===== config.mk =====
export PLATFORM = sky130hd
export DESIGN_NAME = alu_pipe_hs
export DESIGN_NICKNAME = d
export VERILOG_FILES = /design/src/rtl/alu_pipe_hs.sv
export SDC_FILE = /design/constraint.sdc
export NUM_CORES = 1
export LEC_CHECK = 0
export CAP_MARGIN = 0
export CORE_MARGIN = 10
export CORE_UTILIZATION = 54
export DETAILED_ROUTE_END_ITERATION = 16
export PLACE_DENSITY = 0.85
export SYNTH_ARGS = -nofsm -noshare
export SYNTH_HDL_FRONTEND = slang
export SYNTH_SLANG_ARGS = --single-unit

===== constraint.sdc =====
create_clock -name clk -period 2.9 [get_ports clk]
set_clock_uncertainty 0.15 [all_clocks]
set_input_delay 0.58 -clock clk [delete_from_list [all_inputs] [get_ports clk]]
set_output_delay 0.58 -clock clk [all_outputs]
set_load 0.02 [all_outputs]

===== src/rtl/alu_pipe_hs.sv =====
// Handshaked WIDTH-bit ALU: single-cycle logic/arith/shift ops plus a
// multi-cycle shift-add multiplier, with a registered valid/ready output stage.
module alu_pipe_hs #(
   parameter int WIDTH = 8
) (
   input  logic             clk,
   input  logic             rst_n,
   input  logic             in_valid,
   output logic             in_ready,
   input  logic [2:0]       op,
   input  logic [WIDTH-1:0] a,
   input  logic [WIDTH-1:0] b,
   output logic             out_valid,
   input  logic             out_ready,
   output logic [WIDTH-1:0] result,
   output logic [WIDTH-1:0] result_hi,
   output logic             carry_out,
   output logic             zero,
   output logic             negative,
   output logic             overflow
);
   localparam int SHW = $clog2(WIDTH);
   localparam int CW  = SHW + 1;
   localparam logic [CW-1:0] CNT_LAST = CW'(WIDTH - 1);
   localparam logic [2:0] OP_MUL = 3'b111;

   typedef enum logic [1:0] {S_IDLE, S_MUL_RUN, S_HOLD} state_t;

   state_t              r_state;
   logic                r_alive;
   logic                r_out_valid;
   logic [WIDTH-1:0]    r_result;
   logic [WIDTH-1:0]    r_result_hi;
   logic                r_carry;
   logic                r_zero;
   logic                r_negative;
   logic                r_overflow;
   logic [2*WIDTH-1:0]  r_mcand;
   logic [WIDTH-1:0]    r_mplier;
   logic [2*WIDTH-1:0]  r_acc;
   logic [CW-1:0]       r_cnt;

   logic [WIDTH:0]      w_sum;
   logic [WIDTH:0]      w_diff;
   logic [WIDTH:0]      w_shl;
   logic [WIDTH:0]      w_shr;
   logic [SHW-1:0]      w_amt;
   logic                w_amt_big;
   logic [WIDTH-1:0]    w_res;
   logic                w_cy;
   logic                w_ov;
   logic                w_accept;
   logic [2*WIDTH-1:0]  w_acc_next;

   assign w_sum      = {1'b0, a} + {1'b0, b};
   assign w_diff     = {1'b0, a} - {1'b0, b};
   assign w_amt      = b[SHW-1:0];
   assign w_amt_big  = ({{(32-SHW){1'b0}}, w_amt} >= 32'(WIDTH));
   // Extra bit on the outgoing side captures the last bit shifted out.
   assign w_shl      = {1'b0, a} << w_amt;
   assign w_shr      = {a, 1'b0} >> w_amt;
   assign w_acc_next = r_acc + (r_mplier[0] ? r_mcand : '0);

   assign in_ready = r_alive && (r_state == S_IDLE) && (!r_out_valid || out_ready);
   assign w_accept = in_valid && in_ready;

   always_comb begin
      w_res = '0;
      w_cy  = 1'b0;
      w_ov  = 1'b0;
      case (op)
         3'b000: w_res = a & b;
         3'b001: w_res = a | b;
         3'b010: w_res = a ^ b;
         3'b011: begin
            w_res = w_sum[WIDTH-1:0];
            w_cy  = w_sum[WIDTH];
            w_ov  = (a[WIDTH-1] == b[WIDTH-1]) && (w_sum[WIDTH-1] != a[WIDTH-1]);
         end
         3'b100: begin
            w_res = w_diff[WIDTH-1:0];
            w_cy  = w_diff[WIDTH];
            w_ov  = (a[WIDTH-1] != b[WIDTH-1]) && (w_diff[WIDTH-1] != a[WIDTH-1]);
         end
         3'b101: if (!w_amt_big) {w_cy, w_res} = w_shl;
         3'b110: if (!w_amt_big) {w_res, w_cy} = w_shr;
         default: ;
      endcase
   end

   always_ff @(posedge clk or negedge rst_n) begin
      if (!rst_n) begin
         r_state     <= S_IDLE;
         r_alive     <= 1'b0;
         r_out_valid <= 1'b0;
         r_result    <= '0;
         r_result_hi <= '0;
         r_carry     <= 1'b0;
         r_zero      <= 1'b0;
         r_negative  <= 1'b0;
         r_overflow  <= 1'b0;
         r_mcand     <= '0;
         r_mplier    <= '0;
         r_acc       <= '0;
         r_cnt       <= '0;
      end else begin
         r_alive <= 1'b1;
         case (r_state)
            S_IDLE: begin
               if (w_accept && (op == OP_MUL)) begin
                  r_mcand     <= {{WIDTH{1'b0}}, a};
                  r_mplier    <= b;
                  r_acc       <= '0;
                  r_cnt       <= '0;
                  r_out_valid <= 1'b0;
                  r_state     <= S_MUL_RUN;
               end else if (w_accept) begin
                  r_result    <= w_res;
                  r_result_hi <= '0;
                  r_carry     <= w_cy;
                  r_zero      <= (w_res == '0);
                  r_negative  <= w_res[WIDTH-1];
                  r_overflow  <= w_ov;
                  r_out_valid <= 1'b1;
               end else if (out_ready) begin
                  r_out_valid <= 1'b0;
               end
            end
            S_MUL_RUN: begin
               r_acc    <= w_acc_next;
               r_mcand  <= r_mcand << 1;
               r_mplier <= r_mplier >> 1;
               r_cnt    <= r_cnt + 1'b1;
               if (r_cnt == CNT_LAST) begin
                  r_result    <= w_acc_next[WIDTH-1:0];
                  r_result_hi <= w_acc_next[2*WIDTH-1:WIDTH];
                  r_carry     <= |w_acc_next[2*WIDTH-1:WIDTH];
                  r_zero      <= (w_acc_next == '0);
                  r_negative  <= w_acc_next[2*WIDTH-1];
                  r_overflow  <= 1'b0;
                  r_out_valid <= 1'b1;
                  r_state     <= S_HOLD;
               end
            end
            S_HOLD: begin
               if (out_ready) begin
                  r_out_valid <= 1'b0;
                  r_state     <= S_IDLE;
               end
            end
            default: r_state <= S_IDLE;
         endcase
      end
   end

   assign out_valid = r_out_valid;
   assign result    = r_result;
   assign result_hi = r_result_hi;
   assign carry_out = r_carry;
   assign zero      = r_zero;
   assign negative  = r_negative;
   assign overflow  = r_overflow;
endmodule


==> run_results.csv <==
group,metric,value,unit
yosys,yosys-top-cells-count,"dfrtp_1 (68), nand2_1 (63), o21ai_0 (61)",
yosys,synthMostInstantiatedCell,"dfrtp_1",
placed_design,gp_congestion,0.954,
yosys,ys_types,68,
yosys,synth-seq-cells,68,
die,die_width,121,um
status,status,"finished, violations left",
drt,wirelength,21500,um
timing,finalCriticalPeriod,3.34,ns
global_routing,grt-ovfl-total,0,
global_routing,antenna_found_initial,0,
power_and_ir_drop,p_leak,3.73,nW
timing,drv_slew,0,
critical_path,endpoint_kind,"flop",
critical_path,timing_worst_setup_path_type,"flop to flop",
cts,clock-sinks,68,
drt,drt-met1-wl,7830,um
timing,slew_headroom,65.1,%
cts,root_buffer,"clkbuf_8",
timing,holdWs,0.0246,ns
status,failed_checks,"negative setup slack",
power_and_ir_drop,p_per_area,697,nW/um2
run,max-cap-violations,0,
drt,antenna_left,0,
cts,clockBufferDepth,2,
drt,wire_per_inst,22.8,um
placed_design,dp_hpwl,14000,um
critical_path,slowest_stage,"dfrtp_1",
drt,drt_first_pass_iters,5,
yosys,synth_ff_type,"dfrtp_1",
die,core-area,9820,um2
cells_and_area,areaGrowthSynthToFinish,43.7,%
critical_path,rr_worst_depth,13,
yosys,synth_area_leaders,"dfrtp_1 (31%), ha_1 (10%), o21ai_0 (5.6%)",
die,start_util,55.6,%
timing,fin_ws,-0.435,ns
yosys,yosys.area.top_type,"dfrtp_1",
yosys,avgSynthCellArea,8.81,um2
drt,vias,6064,
die,row_count,36,
global_routing,grt_pass1_wl,31400,um
cells_and_area,antennaDiodeCount,0,
timing,final-hold-violation-count,0,
worst_hold_path,hp-class,"input pin to asynchronous set/reset pin",
placed_design,dp_slack,-0.679,ns
drt,drtIter0Drc,608,
cts,cts_tree,"yes",
critical_path,r2r_start,"r_mplier[0]",
drt,vias_per_cell,6.44,
cts,cts_inserted_buffers,9,
critical_path,slowest_delay,0.42,ns
drt,wl_met3,1480,um
yosys,synth_edf_count,0,
timing,timing.fmax,300,MHz
critical_path,cp.arrival,3.44,ns
global_routing,grt_max_degree,46,
cts,clkLatencyLatePin,0.37,ns
critical_path,worst-path-max-fanout,9,
critical_path,cpMostUsedCell,"buf_4",
yosys,ys_async_sr_fraction,100,%
placed_design,dpl-instance-area,7050,um2
yosys,synthesis.nets,690,
timing,finalSetupViolations,11,
critical_path,cp_num_buf_inv,3,
critical_path,cp_top_family,"simple AND/OR/NAND/NOR gates",
cells_and_area,layout.nets,875,
critical_path,r2r_setup_slack,-0.44,ns
global_routing,grt.total_usage,26.9,%
drt,routed-wl-met2,10600,um
placed_design,portBuffers,44,
yosys,synth_area,5460,um2
timing,rsz0062_at_grt,"yes",
cells_and_area,fin_area,7850,um2
timing,worst_pin_slew,0.523,ns
die,dieHeight,121,um
critical_path,cp-start-kind,"flop",
critical_path,worstPathCellList,"buf_4 -> and2_1 -> ha_1 -> nand2_1 -> o21ai_1 -> buf_4 -> a311oi_2 -> mux2i_1 -> nand3_1 -> nand4bb_4 -> nor4b_4 -> buf_4 -> o21ai_2",
critical_path,reg2reg_to,"carry_out",
yosys,synth_cells,620,
cts,htree_levels,3,
drt,top_layer,"met4",
power_and_ir_drop,ir_drop,0.000499,V
drt,remaining_drc_errors,0,
die,ios,45,
die,die_area,14500,um2
cts,clk_pin_slew,0.07,ns
global_routing,grt_pass1_vias,6044,
yosys,synth-warning-count,0,
timing,finalCritPeriodShare,115,%
yosys,ys_seq_area_share,31.2,%
cells_and_area,layout-drive-gt1-share,33.4,%
critical_path,crit_required,3.00,ns
yosys,synth.top_cell.area_share,31.2,%
worst max path at each step:
stage | startpoint | depth (start not counted) | slack [ns] | to
floorplan | b[2] | 11 | 0.03 | result[6]
global placement | a[0] | 11 | -0.55 | result[6]
detailed placement | a[0] | 11 | -0.68 | result[6]
CTS | r_mplier[0] | 13 | -0.11 | carry_out
global route | r_mplier[0] | 13 | -0.45 | carry_out
finish | r_mplier[0] | 13 | -0.44 | carry_out
cells by family (layout without fill, tap and decap cells):
family | count (synthesis) | in the layout | share of synthesized area (%)
other cells | 1 | 1 | 0.0687
buf+inv | 61 | 250 | 4.49
compound gates | 204 | 204 | 25.0
simple gates | 174 | 174 | 15.5
xor+xnor | 21 | 21 | 3.51
flops | 68 | 68 | 31.2
fa+ha+maj | 47 | 47 | 11.2
mux | 44 | 44 | 9.05
stage by stage:
step | power [W] | setup TNS (ns) | util (%) | std cells
after CTS | 0.00513 | -0.205 | 77.5 | 938
after detailed placement | 0.00417 | -5.56 | 71.8 | 909
after floorplan | 0.00292 | 0 | - | 620
after global routing | 0.00572 | -2.29 | 79.9 | 942
after global placement | 0.00404 | -4.70 | 71.8 | 909
final | 0.00547 | -1.31 | 79.9 | 942
where the power goes:
part | internal [W] | leakage [nW] | total, W | switching, W
clock network | 0.000398 | 0.0986 | 0.000763 | 0.000365
logic | 0.00145 | 2.73 | 0.00327 | 0.00182
registers | 0.00123 | 0.899 | 0.00143 | 0.000204
sequential cells by signal (all words and copies together), names as in the netlist, 2 cells and up:
| register | count |
|---|---|
| r_acc | 16 |
| r_state | 2 |
| result | 8 |
| r_mcand | 16 |
| result_hi | 8 |
| r_mplier | 8 |
| r_cnt | 4 |
placed cells by master (no fill, tap or decap), types with 9 or more instances in the layout:
cell type,n
buf_4,153
dfrtp_1,68
nand2_1,62
o21ai_0,50
clkdlybuf4s50_1,38
nor2_1,31
ha_1,30
a22o_1,29
mux2i_1,28
a21oi_1,26
inv_1,25
clkbuf_8,13
and2_1,12
mux2_2,12
nand2b_1,10
ha_4,10
nand3_1,9
xor2_1,9
a21oi_2,9
nor3_1,9
o211ai_1,9
worst reg2reg max path: stages, from the launching register on:
cell and delay [ns]:
dfrtp_1 0.42, buf_4 0.18, and2_1 0.14, ha_1 0.35, nand2_1 0.13, o21ai_1 0.28
buf_4 0.21, a311oi_2 0.12, mux2i_1 0.23, nand3_1 0.19, nand4bb_4 0.26, nor4b_4 0.30
buf_4 0.18, o21ai_2 0.07
timing repair:
action / 4_1_cts / 5_1_grt
hold endpoints to repair: 0 / 0
hold buffers: 0 / 0
buffers inserted: 15 / 7
gates resized for setup: 56 / 49
setup endpoints to repair: 16 / 21
pin swaps: 34 / 35
final cells by class:
class | instances | area, um2
timing repair buffer | 207 | 1730
tap | 133 | 166
fill | 633 | 1970
clock inverter | 1 | 5.00
inverter | 28 | 105
sequential | 68 | 1700
clock buffer | 14 | 183
multi-input combinational | 491 | 3960
metal layers:
layer  vias to the layer above  GRT usage [%]
li1                       2629              -
met1                      2923           29.1
met2                       396           47.4
met3                       116           5.26
met4                         0           16.9
met5                         -              0
(Power assumes the default switching activity.)
